## config.mk

```make
export PLATFORM = sky130hd
export DESIGN_NAME = axi_lite_master_flat
export DESIGN_NICKNAME = d
export VERILOG_FILES = /design/src/rtl/axi_lite_pkg.sv /design/src/rtl/axi_lite_master_if.sv /design/src/rtl/axi_lite_master.sv /design/src/flat_wrapper.sv
export SDC_FILE = /design/constraint.sdc
export NUM_CORES = 1
export LEC_CHECK = 0
export BUFFER_PORTS_ARGS = -buffer_cell sky130_fd_sc_hd__buf_2
export CELL_PAD_IN_SITES_DETAIL_PLACEMENT = 1
export CELL_PAD_IN_SITES_GLOBAL_PLACEMENT = 1
export CORE_ASPECT_RATIO = 0.5
export CORE_MARGIN = 1.5
export CORE_UTILIZATION = 40
export DETAILED_ROUTE_END_ITERATION = 7
export GPL_ROUTABILITY_DRIVEN = 0
export PLACE_DENSITY = 0.84
export SLEW_MARGIN = 25
export SYNTH_ARGS = -nofsm -noshare
export SYNTH_HDL_FRONTEND = slang
export SYNTH_SLANG_ARGS = --single-unit
```

## constraint.sdc

```tcl
create_clock -name clk_i -period 4 [get_ports clk_i]
set_input_delay 0.6 -clock clk_i [delete_from_list [all_inputs] [get_ports clk_i]]
set_output_delay 0.6 -clock clk_i [all_outputs]
set_load 0.1 [all_outputs]
```

## src/rtl/axi_lite_pkg.sv

```systemverilog
// Shared AXI4-lite constants and the initiator state encoding.
package axi_lite_pkg;

   localparam int unsigned DATA_W = 32;
   localparam int unsigned STRB_W = 4;
   localparam int unsigned RESP_W = 2;
   localparam int unsigned PROT_W = 3;

   localparam logic [RESP_W-1:0] RESP_OKAY   = 2'b00;
   localparam logic [RESP_W-1:0] RESP_SLVERR = 2'b10;

   typedef enum logic [2:0] {
      IDLE,
      WRITE,
      WAIT_B,
      READ,
      WAIT_R,
      RESP
   } state_e;

endpackage

```

## src/rtl/axi_lite_master_if.sv

```systemverilog
// AXI4-lite bus between one initiator and one register slave.
// master: drives AW/W/AR payload+valid and B/R ready; slave: the reverse.
interface axi_lite_master_if
   import axi_lite_pkg::*;
#(
   parameter int unsigned ADDRESS_WIDTH = 11
);

   logic [ADDRESS_WIDTH-1:0] awaddr;
   logic [PROT_W-1:0]        awprot;
   logic                     awvalid;
   logic                     awready;
   logic [DATA_W-1:0]        wdata;
   logic [STRB_W-1:0]        wstrb;
   logic                     wvalid;
   logic                     wready;
   logic [RESP_W-1:0]        bresp;
   logic                     bvalid;
   logic                     bready;
   logic [ADDRESS_WIDTH-1:0] araddr;
   logic [PROT_W-1:0]        arprot;
   logic                     arvalid;
   logic                     arready;
   logic [DATA_W-1:0]        rdata;
   logic [RESP_W-1:0]        rresp;
   logic                     rvalid;
   logic                     rready;

   modport master (
      output awaddr, awprot, awvalid, wdata, wstrb, wvalid, bready,
             araddr, arprot, arvalid, rready,
      input  awready, wready, bresp, bvalid, arready, rdata, rresp, rvalid
   );

   modport slave (
      input  awaddr, awprot, awvalid, wdata, wstrb, wvalid, bready,
             araddr, arprot, arvalid, rready,
      output awready, wready, bresp, bvalid, arready, rdata, rresp, rvalid
   );

endinterface

```

## src/rtl/axi_lite_master.sv

```systemverilog
// Single-outstanding AXI4-lite initiator: turns one valid/ready register command
// into an AXI4-lite read or write and returns the slave response, with a
// watchdog that forces an SLVERR response if the slave stalls too long.
// Ports:
//   clk_i, reset_ni          clock, async active-low reset
//   cmd_*                    command request (valid/ready, write, addr, wdata, wstrb)
//   rsp_*                    response (valid/ready, rdata, resp, timeout flag)
//   m_axi                    AXI4-lite master port (axi_lite_master_if.master)
module axi_lite_master
   import axi_lite_pkg::*;
#(
   parameter int unsigned ADDRESS_WIDTH  = 11,
   parameter int unsigned TIMEOUT_CYCLES = 1024
) (
   input  logic                     clk_i,
   input  logic                     reset_ni,
   input  logic                     cmd_valid_i,
   output logic                     cmd_ready_o,
   input  logic                     cmd_write_i,
   input  logic [ADDRESS_WIDTH-1:0] cmd_addr_i,
   input  logic [DATA_W-1:0]        cmd_wdata_i,
   input  logic [STRB_W-1:0]        cmd_wstrb_i,
   output logic                     rsp_valid_o,
   input  logic                     rsp_ready_i,
   output logic [DATA_W-1:0]        rsp_rdata_o,
   output logic [RESP_W-1:0]        rsp_resp_o,
   output logic                     rsp_timeout_o,
   axi_lite_master_if.master        m_axi
);

   // A zero timeout still needs a 1-bit counter to keep the declarations legal.
   localparam int unsigned TIMEOUT_W =
      (TIMEOUT_CYCLES == 0) ? 1 : $clog2(TIMEOUT_CYCLES + 1);
   localparam logic [TIMEOUT_W-1:0] WD_LAST =
      TIMEOUT_W'((TIMEOUT_CYCLES == 0) ? 0 : TIMEOUT_CYCLES - 1);

   state_e               state_q;
   logic [TIMEOUT_W-1:0] wd_q;
   logic                 active_c;
   logic                 phase_done_c;
   logic                 wd_expire_c;

   assign m_axi.awprot = '0;
   assign m_axi.arprot = '0;

   // Phase completion seen this cycle; a handshake here beats watchdog expiry.
   always_comb begin
      phase_done_c = 1'b0;
      active_c     = 1'b1;
      unique case (state_q)
         WRITE:   phase_done_c = (!m_axi.awvalid || m_axi.awready) &&
                                 (!m_axi.wvalid  || m_axi.wready);
         WAIT_B:  phase_done_c = m_axi.bvalid;
         READ:    phase_done_c = m_axi.arready;
         WAIT_R:  phase_done_c = m_axi.rvalid;
         default: active_c     = 1'b0;
      endcase
   end

   assign wd_expire_c = (TIMEOUT_CYCLES != 0) && (wd_q >= WD_LAST);

   // Transaction FSM with all outputs registered.
   always_ff @(posedge clk_i or negedge reset_ni) begin
      if (!reset_ni) begin
         state_q       <= IDLE;
         wd_q          <= '0;
         cmd_ready_o   <= 1'b1;
         rsp_valid_o   <= 1'b0;
         rsp_rdata_o   <= '0;
         rsp_resp_o    <= RESP_OKAY;
         rsp_timeout_o <= 1'b0;
         m_axi.awaddr  <= '0;
         m_axi.awvalid <= 1'b0;
         m_axi.wdata   <= '0;
         m_axi.wstrb   <= '0;
         m_axi.wvalid  <= 1'b0;
         m_axi.bready  <= 1'b0;
         m_axi.araddr  <= '0;
         m_axi.arvalid <= 1'b0;
         m_axi.rready  <= 1'b0;
      end else if (active_c && !phase_done_c && wd_expire_c) begin
         // Abandon the slave; any late response it produces is ignored.
         state_q       <= RESP;
         m_axi.awvalid <= 1'b0;
         m_axi.wvalid  <= 1'b0;
         m_axi.bready  <= 1'b0;
         m_axi.arvalid <= 1'b0;
         m_axi.rready  <= 1'b0;
         rsp_valid_o   <= 1'b1;
         rsp_rdata_o   <= '0;
         rsp_resp_o    <= RESP_SLVERR;
         rsp_timeout_o <= 1'b1;
      end else begin
         unique case (state_q)
            IDLE: begin
               if (cmd_valid_i) begin
                  cmd_ready_o   <= 1'b0;
                  rsp_timeout_o <= 1'b0;
                  wd_q          <= '0;
                  if (cmd_write_i) begin
                     state_q       <= WRITE;
                     m_axi.awaddr  <= cmd_addr_i;
                     m_axi.wdata   <= cmd_wdata_i;
                     m_axi.wstrb   <= cmd_wstrb_i;
                     m_axi.awvalid <= 1'b1;
                     m_axi.wvalid  <= 1'b1;
                  end else begin
                     state_q       <= READ;
                     m_axi.araddr  <= cmd_addr_i;
                     m_axi.arvalid <= 1'b1;
                  end
               end
            end
            WRITE: begin
               wd_q <= wd_q + TIMEOUT_W'(1);
               // AW and W retire independently; move on once both are done.
               if (phase_done_c) begin
                  state_q       <= WAIT_B;
                  m_axi.awvalid <= 1'b0;
                  m_axi.wvalid  <= 1'b0;
                  m_axi.bready  <= 1'b1;
               end else begin
                  m_axi.awvalid <= m_axi.awvalid && !m_axi.awready;
                  m_axi.wvalid  <= m_axi.wvalid && !m_axi.wready;
               end
            end
            WAIT_B: begin
               wd_q <= wd_q + TIMEOUT_W'(1);
               if (phase_done_c) begin
                  state_q      <= RESP;
                  m_axi.bready <= 1'b0;
                  rsp_valid_o  <= 1'b1;
                  rsp_rdata_o  <= '0;
                  rsp_resp_o   <= m_axi.bresp;
               end
            end
            READ: begin
               wd_q <= wd_q + TIMEOUT_W'(1);
               if (phase_done_c) begin
                  state_q       <= WAIT_R;
                  m_axi.arvalid <= 1'b0;
                  m_axi.rready  <= 1'b1;
               end
            end
            WAIT_R: begin
               wd_q <= wd_q + TIMEOUT_W'(1);
               if (phase_done_c) begin
                  state_q      <= RESP;
                  m_axi.rready <= 1'b0;
                  rsp_valid_o  <= 1'b1;
                  rsp_rdata_o  <= m_axi.rdata;
                  rsp_resp_o   <= m_axi.rresp;
               end
            end
            RESP: begin
               if (rsp_ready_i) begin
                  state_q     <= IDLE;
                  rsp_valid_o <= 1'b0;
                  cmd_ready_o <= 1'b1;
               end
            end
            default: begin
               state_q     <= IDLE;
               cmd_ready_o <= 1'b1;
            end
         endcase
      end
   end

endmodule

```

## src/flat_wrapper.sv

```systemverilog
// flat-port wrapper written by rule: the top's interface ports become plain ports
module axi_lite_master_flat import axi_lite_pkg::*;
#(
   parameter int unsigned ADDRESS_WIDTH  = 11,
   parameter int unsigned TIMEOUT_CYCLES = 1024
)
  (clk_i, reset_ni, cmd_valid_i, cmd_ready_o, cmd_write_i, cmd_addr_i, cmd_wdata_i, cmd_wstrb_i, rsp_valid_o, rsp_ready_i, rsp_rdata_o, rsp_resp_o, rsp_timeout_o, m_axi_awaddr, m_axi_awprot, m_axi_awvalid, m_axi_wdata, m_axi_wstrb, m_axi_wvalid, m_axi_bready, m_axi_araddr, m_axi_arprot, m_axi_arvalid, m_axi_rready, m_axi_awready, m_axi_wready, m_axi_bresp, m_axi_bvalid, m_axi_arready, m_axi_rdata, m_axi_rresp, m_axi_rvalid);
  axi_lite_master_if #(.ADDRESS_WIDTH(ADDRESS_WIDTH)) m_axi_i ();
  input  logic clk_i;
  input  logic reset_ni;
  input  logic cmd_valid_i;
  output logic cmd_ready_o;
  input  logic cmd_write_i;
  input  logic [ADDRESS_WIDTH-1:0] cmd_addr_i;
  input  logic [DATA_W-1:0] cmd_wdata_i;
  input  logic [STRB_W-1:0] cmd_wstrb_i;
  output logic rsp_valid_o;
  input  logic rsp_ready_i;
  output logic [DATA_W-1:0] rsp_rdata_o;
  output logic [RESP_W-1:0] rsp_resp_o;
  output logic rsp_timeout_o;
  output wire logic [$bits(m_axi_i.awaddr)-1:0] m_axi_awaddr;
  output wire logic [$bits(m_axi_i.awprot)-1:0] m_axi_awprot;
  output wire logic [$bits(m_axi_i.awvalid)-1:0] m_axi_awvalid;
  output wire logic [$bits(m_axi_i.wdata)-1:0] m_axi_wdata;
  output wire logic [$bits(m_axi_i.wstrb)-1:0] m_axi_wstrb;
  output wire logic [$bits(m_axi_i.wvalid)-1:0] m_axi_wvalid;
  output wire logic [$bits(m_axi_i.bready)-1:0] m_axi_bready;
  output wire logic [$bits(m_axi_i.araddr)-1:0] m_axi_araddr;
  output wire logic [$bits(m_axi_i.arprot)-1:0] m_axi_arprot;
  output wire logic [$bits(m_axi_i.arvalid)-1:0] m_axi_arvalid;
  output wire logic [$bits(m_axi_i.rready)-1:0] m_axi_rready;
  input wire logic [$bits(m_axi_i.awready)-1:0] m_axi_awready;
  input wire logic [$bits(m_axi_i.wready)-1:0] m_axi_wready;
  input wire logic [$bits(m_axi_i.bresp)-1:0] m_axi_bresp;
  input wire logic [$bits(m_axi_i.bvalid)-1:0] m_axi_bvalid;
  input wire logic [$bits(m_axi_i.arready)-1:0] m_axi_arready;
  input wire logic [$bits(m_axi_i.rdata)-1:0] m_axi_rdata;
  input wire logic [$bits(m_axi_i.rresp)-1:0] m_axi_rresp;
  input wire logic [$bits(m_axi_i.rvalid)-1:0] m_axi_rvalid;
  assign m_axi_awaddr = m_axi_i.awaddr;
  assign m_axi_awprot = m_axi_i.awprot;
  assign m_axi_awvalid = m_axi_i.awvalid;
  assign m_axi_wdata = m_axi_i.wdata;
  assign m_axi_wstrb = m_axi_i.wstrb;
  assign m_axi_wvalid = m_axi_i.wvalid;
  assign m_axi_bready = m_axi_i.bready;
  assign m_axi_araddr = m_axi_i.araddr;
  assign m_axi_arprot = m_axi_i.arprot;
  assign m_axi_arvalid = m_axi_i.arvalid;
  assign m_axi_rready = m_axi_i.rready;
  assign m_axi_i.awready = m_axi_awready;
  assign m_axi_i.wready = m_axi_wready;
  assign m_axi_i.bresp = m_axi_bresp;
  assign m_axi_i.bvalid = m_axi_bvalid;
  assign m_axi_i.arready = m_axi_arready;
  assign m_axi_i.rdata = m_axi_rdata;
  assign m_axi_i.rresp = m_axi_rresp;
  assign m_axi_i.rvalid = m_axi_rvalid;
  axi_lite_master #(.ADDRESS_WIDTH(ADDRESS_WIDTH), .TIMEOUT_CYCLES(TIMEOUT_CYCLES)) u_core (.clk_i(clk_i), .reset_ni(reset_ni), .cmd_valid_i(cmd_valid_i), .cmd_ready_o(cmd_ready_o), .cmd_write_i(cmd_write_i), .cmd_addr_i(cmd_addr_i), .cmd_wdata_i(cmd_wdata_i), .cmd_wstrb_i(cmd_wstrb_i), .rsp_valid_o(rsp_valid_o), .rsp_ready_i(rsp_ready_i), .rsp_rdata_o(rsp_rdata_o), .rsp_resp_o(rsp_resp_o), .rsp_timeout_o(rsp_timeout_o), .m_axi(m_axi_i));
endmodule
```

==> flow_summary.json <==
{
  "dpl.hpwl_um": 9240,
  "syn_area_um2": 4710,
  "max_slew_margin_pct": 36.1,
  "status": "completed",
  "dr.first_iter.drc_count": 144,
  "post_cts_buffers": 0,
  "rows": 27,
  "seq_area_um2": 2850,
  "finalMaxSlewViolations": 0,
  "setup_ws_ns": 1.21,
  "dieArea_um2": 12500,
  "synth_top_flop_cell": "dfrtp_1",
  "dieWidth_um": 157,
  "min-delay-path-class": "input pin to async pin",
  "postCtsHoldBufs": 0,
  "synth-edff-count": 0,
  "htree_levels": 4,
  "antenna_found_initial": 0,
  "setup_viol": 0,
  "grt_pass1_vias": 4137,
  "cap_violations": 0,
  "cts_tree": "built",
  "cts_buffers": 17,
  "avgSynthCellArea_um2": 13.3,
  "pre_cts_slack_ns": 1.34,
  "worst_pin_slew_ns": 0.956,
  "path_class": "flip-flop to flip-flop",
  "multi_input_area_um2": 1740,
  "fillers": 1230,
  "coreArea_um2": 11200,
  "clockRootBuffer": "clkbuf_16",
  "track_usage_pct": 22.7,
  "layout_commonest_cell": "buf_2",
  "crit_path_start_kind": "flip-flop",
  "drc_errors": 0,
  "fin_setup_tns_ns": 0,
  "io_buffer_count": 192,
  "critPathMaxFanout": 25,
  "viasPerCell": 5.16,
  "crit_required_ns": 4.29,
  "cts_sinks": 114,
  "overflow": 0,
  "period_needed_ns": 2.79,
  "syn2layout_area_growth_pct": 36.5,
  "finalNetCount": 644,
  "post-route-period-util_pct": 69.7,
  "yosysWarnings": 0,
  "synth_largest_area_cell": "dfrtp_1",
  "routed_wl_um": 13700,
  "vias": 3722,
  "post_cts_resize_count": 0,
  "max_freq_ghz": 0.359,
  "grt_start_max_net_pins": 50,
  "antenna_cells": 0,
  "layout_common_cells": "191 x buf_2, 113 x dfrtp_1, 58 x mux2_2, 32 x a22o_1",
  "syn_inst": 354,
  "hold_viol": 0,
  "avgRoutedWirePerCell_um": 18.9,
  "synth_top_area_share_pct": 60.0,
  "synth_seq_cells": 114,
  "rsz0062_at_grt": "false",
  "grt_pass1_wl_um": 21300,
  "final_antenna_net_count": 0,
  "synthDistinctLibCells": 56,
  "drive_above_1_share_pct": 53.6,
  "postSynth.asyncResetShare_pct": 100,
  "final_util_pct": 57.4,
  "clk_latency_ns": 0.41,
  "die_y_um": 79.8,
  "clk_path_buf_depth": 2,
  "drt-pass1-iter-count": 4,
  "arrival_ns": 3.08,
  "clk_pin_slew_ns": 0.05,
  "io_pins": 199,
  "start_util_pct": 42.0,
  "skew_ns": 0.00911,
  "worstSetupEndpointType": "flip-flop",
  "yosysSeqAreaShare_pct": 60.6,
  "synth_area_leaders": "dfrtp_1 60%, mux2_2 14%, a22o_1 5.9%"
}
flip-flops by register name, indices dropped and copies added (netlist names), 2 cells and up:
register	flops
u_core.rsp_resp_o	2
u_core.rsp_rdata_o	32
u_core.state_q	3
u_core.m_axi.awaddr	11
u_core.m_axi.wstrb	4
u_core.m_axi.wdata	32
u_core.m_axi.araddr	11
u_core.wd_q	11
cells by family after synthesis:
group,count (synthesis),synth area share (%)
flops,114,60.6
compound gates,83,13.2
simple gates,65,8.10
mux,59,14.1
buf+inv,31,3.69
fa+ha+maj,1,0.265
other cells,1,0.0796
final timing paths:
check,startpoint,to,slack [ns],cells after the start
worst min-delay path,reset_ni,u_core.m_axi.awaddr[0],0.21,1
max in group asynchronous,reset_ni,u_core.rsp_resp_o[0],2.85,2
worst max register to register,u_core.state_q[0],u_core.m_axi.arvalid,1.21,6
worst min register to register,u_core.rsp_rdata_o[7],u_core.rsp_rdata_o[7],0.49,1
worst max-delay path,u_core.state_q[0],u_core.m_axi.arvalid,1.21,6
min in group clk_i,m_axi_rdata[27],u_core.rsp_rdata_o[27],0.41,2
layer usage:
metal	up-vias	track usage, %	share of wire (%)
li1	1696	-	-
met1	1884	24.5	38
met2	116	42.4	55
met3	26	6.24	4.4
met4	0	9.71	2.4
met5	-	0	0
metrics by stage:
| step | cell area [um^2] | hold slack, ns | cells |
|---|---|---|---|
| 6_report | 6430 | 0.209 | 722 |
| 5_1_grt | 6430 | 0.252 | 722 |
| 4_1_cts | 6420 | 0.222 | 721 |
| 3_5_place_dp | 5820 | 0.481 | 689 |
| 3_3_place_gp | 5810 | 0.477 | 689 |
| 2_1_floorplan | 4730 | 0.304 | 359 |
cells in the mapped netlist, drive strengths merged, types with 2 or more instances:
master,number
o21ai,10
o22ai,2
and3,2
nand3,6
dfrtp,113
a21oi,17
nand4,3
o31ai,3
a41oi,2
a22o,32
or4,3
clkbuf,8
nor2,9
nand2b,3
or3,6
mux2,58
o21a,3
or2,2
and2,2
inv,3
a21o,2
nor2b,4
buf,20
nand2,12
nor3,4
worst max-delay path: stages, from the launching register on:
cell,delay [ns]
dfrtp_1,0.77
nor2b_1,0.27
o21ai_0,0.20
a211oi_4,0.85
buf_4,0.32
a41oi_1,0.08
o21a_1,0.18
layout make-up:
cell class                      count  area share (%)
Clock buffer                       19            6.89
Clock inverter                     13            2.47
Inverter                            3           0.175
Multi-Input combinational cell    214            27.0
Sequential cell                   114            44.4
Tap cell                          159            3.09
Timing Repair Buffer              200            16.0
Power is left out: the tool's default activity adds up to more than one toggle a clock period on the data nets, which glitch-free logic cannot reach.
